[src/rtl/pipeline_stall_ctrl.sv]
// ---------------------------------------------------------------------------
// pipeline_stall_ctrl
//
// Central stall/flush sequencer for a 5-stage RISC-V pipeline. It merges
// three hazard sources (load-use in ID/EX, taken branches resolved in EX and
// multi-cycle data-memory waits in MEM) into one set of pipeline-register
// write-enables, bubble selects and flushes. It also keeps a memory-wait FSM,
// a pending-flush latch, a wait watchdog and saturating performance counters.
//
// Ports
//   clk            in   pipeline clock, rising edge
//   reset          in   synchronous active-high reset
//   IDEX_MemRead   in   EX instruction is a load
//   IDEX_rd        in   EX destination register
//   IFID_rs1/rs2   in   ID source registers
//   branch_taken   in   EX branch/jump redirects the PC (single-cycle pulse)
//   dmem_req       in   MEM stage holds a load/store
//   dmem_ready     in   data memory completes the access this cycle
//   PCWrite        out  PC updates
//   IFID_Write     out  IF/ID loads
//   IFID_Flush     out  IF/ID loads a NOP
//   IDEX_mux_out   out  0 = ID/EX control zeroed (bubble)
//   IDEX_Write     out  ID/EX loads
//   EXMEM_Write    out  EX/MEM loads
//   MEMWB_Bubble   out  MEM/WB loads zero control
//   stall_cnt      out  saturating count of cycles with PCWrite=0
//   flush_cnt      out  saturating count of cycles with IFID_Flush=1
//   mem_timeout    out  sticky memory-wait watchdog flag
// ---------------------------------------------------------------------------
module pipeline_stall_ctrl #(
    parameter int CNT_W    = 16,
    parameter int MAX_WAIT = 15
) (
    input  logic             clk,
    input  logic             reset,
    input  logic             IDEX_MemRead,
    input  logic [4:0]       IDEX_rd,
    input  logic [4:0]       IFID_rs1,
    input  logic [4:0]       IFID_rs2,
    input  logic             branch_taken,
    input  logic             dmem_req,
    input  logic             dmem_ready,
    output logic             PCWrite,
    output logic             IFID_Write,
    output logic             IFID_Flush,
    output logic             IDEX_mux_out,
    output logic             IDEX_Write,
    output logic             EXMEM_Write,
    output logic             MEMWB_Bubble,
    output logic [CNT_W-1:0] stall_cnt,
    output logic [CNT_W-1:0] flush_cnt,
    output logic             mem_timeout
);

    localparam int WAIT_W = $clog2(MAX_WAIT + 1);

    typedef enum logic [0:0] {
        ST_RUN      = 1'b0,
        ST_MEM_WAIT = 1'b1
    } state_t;

    state_t             state_q, state_d;
    logic               flush_pending_q, flush_pending_d;
    logic [WAIT_W-1:0]  wait_cnt_q, wait_cnt_d;
    logic               mem_timeout_q, mem_timeout_d;
    logic [CNT_W-1:0]   stall_cnt_q, stall_cnt_d;
    logic [CNT_W-1:0]   flush_cnt_q, flush_cnt_d;

    logic               mem_stall_s;
    logic               load_use_s;
    logic               redirect_s;

    assign mem_stall_s = dmem_req & ~dmem_ready;
    // x0 is hard-wired zero, so a load targeting it never creates a hazard.
    assign load_use_s  = IDEX_MemRead & (IDEX_rd != 5'd0) &
                         ((IDEX_rd == IFID_rs1) | (IDEX_rd == IFID_rs2));
    assign redirect_s  = branch_taken | flush_pending_q;

    // State register and all registered bookkeeping.
    always_ff @(posedge clk) begin
        if (reset) begin
            state_q         <= ST_RUN;
            flush_pending_q <= 1'b0;
            wait_cnt_q      <= '0;
            mem_timeout_q   <= 1'b0;
            stall_cnt_q     <= '0;
            flush_cnt_q     <= '0;
        end else begin
            state_q         <= state_d;
            flush_pending_q <= flush_pending_d;
            wait_cnt_q      <= wait_cnt_d;
            mem_timeout_q   <= mem_timeout_d;
            stall_cnt_q     <= stall_cnt_d;
            flush_cnt_q     <= flush_cnt_d;
        end
    end

    // Next-state logic: memory-wait FSM, watchdog and pending flush.
    always_comb begin
        state_d       = state_q;
        wait_cnt_d    = wait_cnt_q;
        mem_timeout_d = mem_timeout_q;
        case (state_q)
            ST_RUN: begin
                if (mem_stall_s) begin
                    state_d    = ST_MEM_WAIT;
                    wait_cnt_d = '0;
                end else begin
                    state_d    = ST_RUN;
                end
            end
            ST_MEM_WAIT: begin
                if (wait_cnt_q != WAIT_W'(MAX_WAIT)) begin
                    wait_cnt_d = wait_cnt_q + WAIT_W'(1);
                end else begin
                    wait_cnt_d = wait_cnt_q;
                end
                if (mem_stall_s) begin
                    state_d = ST_MEM_WAIT;
                end else begin
                    state_d = ST_RUN;
                end
            end
            default: begin
                state_d    = ST_RUN;
                wait_cnt_d = '0;
            end
        endcase
        // The watchdog only reports; the stall itself is never broken.
        if (wait_cnt_d == WAIT_W'(MAX_WAIT)) begin
            mem_timeout_d = 1'b1;
        end else begin
            mem_timeout_d = mem_timeout_q;
        end
        // A branch seen while MEM stalls is remembered until the stall ends;
        // any cycle without a memory stall either performs the flush or has
        // nothing pending, so the latch clears.
        if (mem_stall_s) begin
            flush_pending_d = flush_pending_q | branch_taken;
        end else begin
            flush_pending_d = 1'b0;
        end
    end

    // Output logic: prioritised hazard resolution into stage controls.
    always_comb begin
        PCWrite      = 1'b1;
        IFID_Write   = 1'b1;
        IFID_Flush   = 1'b0;
        IDEX_mux_out = 1'b1;
        IDEX_Write   = 1'b1;
        EXMEM_Write  = 1'b1;
        MEMWB_Bubble = 1'b0;
        if (reset) begin
            PCWrite      = 1'b1;
        end else if (mem_stall_s) begin
            PCWrite      = 1'b0;
            IFID_Write   = 1'b0;
            IDEX_Write   = 1'b0;
            EXMEM_Write  = 1'b0;
            MEMWB_Bubble = 1'b1;
        end else if (redirect_s) begin
            // ID holds a wrong-path instruction, so a load-use match is moot.
            IFID_Flush   = 1'b1;
            IDEX_mux_out = 1'b0;
        end else if (load_use_s) begin
            PCWrite      = 1'b0;
            IFID_Write   = 1'b0;
            IDEX_mux_out = 1'b0;
        end else begin
            PCWrite      = 1'b1;
        end
    end

    // Saturating performance counters, driven by this cycle's controls.
    always_comb begin
        stall_cnt_d = stall_cnt_q;
        flush_cnt_d = flush_cnt_q;
        if (!PCWrite && !(&stall_cnt_q)) begin
            stall_cnt_d = stall_cnt_q + CNT_W'(1);
        end else begin
            stall_cnt_d = stall_cnt_q;
        end
        if (IFID_Flush && !(&flush_cnt_q)) begin
            flush_cnt_d = flush_cnt_q + CNT_W'(1);
        end else begin
            flush_cnt_d = flush_cnt_q;
        end
    end

    assign stall_cnt   = stall_cnt_q;
    assign flush_cnt   = flush_cnt_q;
    assign mem_timeout = mem_timeout_q;

endmodule

[config.mk]
export PLATFORM = sky130hd
export DESIGN_NAME = pipeline_stall_ctrl
export DESIGN_NICKNAME = d
export VERILOG_FILES = /design/src/rtl/pipeline_stall_ctrl.sv
export SDC_FILE = /design/constraint.sdc
export NUM_CORES = 1
export LEC_CHECK = 0
export BUFFER_PORTS_ARGS = -buffer_cell sky130_fd_sc_hd__buf_2
export CAP_MARGIN = 0
export CORE_AREA = 2 2 64 66
export CTS_BUF_LIST = sky130_fd_sc_hd__clkbuf_4 sky130_fd_sc_hd__clkbuf_8 sky130_fd_sc_hd__clkbuf_16
export DETAILED_ROUTE_END_ITERATION = 8
export DIE_AREA = 0 0 66 68
export GPL_TIMING_DRIVEN = 0
export PLACE_DENSITY = 0.82
export SYNTH_ARGS = -nofsm -noshare
export SYNTH_HDL_FRONTEND = slang
export SYNTH_SLANG_ARGS = --single-unit
export TNS_END_PERCENT = 1
[constraint.sdc]
create_clock -name clk -period 5 [get_ports clk]
set_input_delay 0.25 -clock clk [delete_from_list [all_inputs] [get_ports clk]]
set_output_delay 0.25 -clock clk [all_outputs]
set_load 0.01 [all_outputs]
Yosys cells after proc, flatten, opt, wreduce, memory -nomap -nowiden. Index checks and enable logic that the tools add are counted.

Register bits: 39. Input bits: 21. Output and inout port bits: 40. Logic and storage cells: 47.

$add $sub $neg: 3. Eq/ne operators: 4. Mux-type cells: 17. Bitwise logic cells: 8. Reduce and logical (&&, ||, !) cells: 9.

Operators with widths (number): 16-bit by 1-bit adder with 16-bit output, second input constant (2); 16-bit AND reduction (2); 1-bit two-way mux (14); 5-bit equality test (2); 4-bit two-way mux (2); 4-bit case mux with 2 select lines (1); 5-bit nonzero test (1); 4-bit by 1-bit adder with 4-bit output, second input constant (1); 4-bit equality test, second input constant (1); 4-bit inequality test, second input constant (1); 1-bit AND (3); 1-bit zero test (3); 1-bit inverter (3); 1-bit logical AND (2); 1-bit OR (2); 2-bit OR reduction (1).

Logic depth before layout (Yosys ltp).
Depth in word-level cells: 9. Gate-level depth with buffers: 9. Gate-level depth less buffers: 7.

Worst setup path after synthesis. OpenSTA, ideal clock, no wires.

Path kind: reg2reg. Start: register stall_cnt_q[4] (netlist: stall_cnt[4]). End: register stall_cnt_q[1] (netlist: stall_cnt[1]). Setup time: 0.128 ns. Data arrival time: 1.778 ns. Required time: 4.872 ns. Setup slack: 3.095 ns. Cell stages (with the launch flop): 10. Clock period less this slack: 1.905 ns. Cells stage by stage: dfxtp_1 and4_1 and2_1 and4_1 nand2_1 o21ai_4 buf_6 buf_4 mux2i_1 nor2_1.

Longest elaborated chain between the ends: 3.

Ends and longest elaborated chain: start, declared (RTL line 66) `logic [CNT_W-1:0] stall_cnt_q, stall_cnt_d;`; start signal, assigned (RTL line 93) `stall_cnt_q <= stall_cnt_d;`; 16-bit AND reduction (RTL line 179) `if (!PCWrite && !(&stall_cnt_q)) begin`; 1-bit zero test (RTL line 179); 1-bit logical AND (RTL line 179).

No other way between the ends. A chain may end at the register's enable or synchronous reset.

Worst setup path in the final report. Ends and elaborated chain as after synthesis.

==> reports/qor.csv <==
metric,value,unit
clock tree buffer depth,2,
initial antenna violation count,0,
Die Y,68,um
Placer Congestion,0.815,
largest net degree at the start of global routing,13,
Crit Path Max Fanout,10,
area taken by multi-input logic gates,1150,um^2
drc violations,0,
FF/Latch Area,781,um^2
peak supply drop,0.168,mV
Relative slew margins,63.4,%
Fin Setup TNS,0,ps
"Clk pin slew, worst setup/hold paths",70,ps
Crit-path slowest cell,dfxtp_1,
Crit. End Element,flip-flop,
Crit path max-delay family,simple AND/OR/NAND/NOR gates,
Clock Latency Late Sink,290,ps
"most common cell after layout, fill and taps aside",buf_2,
outcome,finished clean,
worst slew pin tran,535,ps
DR pass1 iterations,4,
Mapped Area,2000,um^2
hold path cells,3,
worst path buffer plus inverter count,2,
fraction of layout cells with a size suffix above 1,27.3,%
CP Cell Sequence,and4_1 > and2_1 > and4_1 > nand2_1 > o21ai_4 > buf_6 > buf_4 > mux2i_1 > nor2_1,
asr flop ratio synth,0,%
CTS Hold Buffers Added,0,
DR vias,1932,
Required @ worst endpoint,5170,ps
# IOs,61,
Post-Route WL,4650,um
syn_area_per_cell,8.59,um^2
setup violators final,0,
"Seq/Total Area, Yosys",39.0,%
n_diodes,0,
die width,66,um
Mapped Cells,233,
die area,4490,um^2
Core Footprint,3860,um^2
Root Buffer,clkbuf_8,
Max Fclk,458,MHz
number of synthesized flops with an enable pin,0,
Port Buffer Count,59,
"commonest cells after routing, fill and taps aside","buf_2 (60), dfxtp_1 (39), nor2_1 (26)",
post-route ant nets,0,
post-cts sizing count,0,
CP Launch Type,flip-flop,
post-DR vias/cell,5.52,
placement-stage cell area,2360,um^2
Row Count,23,
Finished Core Util,64.2,%
critical path arrival,2350,ps
Final nets,323,
post-CTS setup repair buffer count,0,
synth warn,0,
Total Routing Usage GR,21.9,%
CTS Buf Count,5,
crit path kind,flip-flop to flip-flop,
first-pass GRT wire length,7560,um
"Hold Vio Cnt, Final",0,
Worst R2R Path Depth,9,
pwr/cell area,259,nW/um^2
"Area growth, synth to finish",23.8,%
vias in the first global route,1709,
total grt overflow,0,
ys flop type,dfxtp_1,
Period minus WS final,2180,ps
Hold Crit Class,input pin to flip-flop,
pins over their slew limit,0,
Layout fillers,356,
"most used cell, CP",and4_1,
Clock Sinks,39,
clock skew,3.45,ps
fin area,2480,um^2
Synthesized Nets,257,
post-synth cell types,43,
RSZ-0062 raised after global routing,no,
post-DP HPWL,3430,um
htree depth,2,
"FF+latch count, synth",39,
Iter 0 DRT Violations,131,
Worst path max stage delay,420,ps
max-cap violations,0,
Critical Path Stages,9,
Final period util,43.6,%
Reg2Reg Setup Slack,2820,ps
starting density of the core,51.9,%
Routed WL per cell,13.3,um
Leak,1.05,nW
TritonCTS clock tree,done,
Tot Pwr,0.641,mW
-- worst min-delay path, delay by kind of cell --
kind	cells	cell delay, ps
buffers and inverters	1	80
AND/OR/NAND/NOR	2	120
-- final timing paths --
| path | from | endpoint |
|---|---|---|
| max | stall_cnt[4] | stall_cnt[1] |
| min | branch_taken | flush_pending_q |
| max reg2reg | stall_cnt[4] | stall_cnt[1] |
| min reg2reg | flush_pending_q | flush_pending_q |
-- final cells by class --
cell class              instances  share of cell area, %
flip-flops and latches         39                   31.5
well taps                      50                   2.53
clock buffers                   6                   3.34
multi-input cells             182                   46.6
inverters                       4                  0.606
repair buffers                 59                   11.9
clock inverters                 2                   1.41
plain buffers                   8                   2.02
-- stage by stage --
step / worst slack [ps] / hold WS [ps] / instances
2_1_floorplan: 3090 / 388 / 233
4_1_cts: 2820 / 202 / 350
5_1_grt: 2670 / 209 / 350
3_5_place_dp: 2800 / 476 / 342
6_report: 2820 / 206 / 350
3_3_place_gp: 2820 / 453 / 342
-- metal layers --
layer	track usage (%)	up-vias	part of all wire [%]
met5	0	-	0
met4	10.5	0	1.8
met3	5.92	9	5.1
met2	37.2	45	49
met1	25.7	897	44
li1	-	981	-
-- sequential cells by signal, summed over array words and instances (netlist names) --
| name | count |
|---|---|
| flush_cnt | 16 |
| stall_cnt | 16 |
| mem_timeout | 1 |
| wait_cnt_q | 4 |
| flush_pending_q | 1 |
| state_q | 1 |
-- cell families after synthesis --
family | share of synthesized area, %
compound gates | 15.4
xor+xnor | 9.19
fa+ha+maj | 1.88
buf+inv | 3.25
flops | 39.0
mux | 2.00
simple gates | 29.3
-- Yosys cell counts, types with 4 or more instances --
master | count | share of area [%]
mux2i_1 | 4 | 2.0
nand4_1 | 9 | 2.8
nand3_1 | 11 | 2.8
or4_1 | 4 | 1.5
or3_1 | 10 | 3.1
xor2_1 | 20 | 8.8
inv_1 | 4 | 0.75
dfxtp_1 | 39 | 39
o31ai_1 | 5 | 1.9
nand2_1 | 16 | 3.0
nor3_1 | 5 | 1.3
a21oi_1 | 17 | 4.3
and3_1 | 5 | 1.6
nor2_1 | 26 | 4.9
o21ai_0 | 13 | 3.3
-- report_power, final --
group          switching (mW)  internal, mW  total, mW
clock network           0.111         0.161      0.273
logic                  0.0308        0.0217     0.0525
registers             0.00311         0.313      0.316
Note: power is estimated with default switching activity, not from simulation.
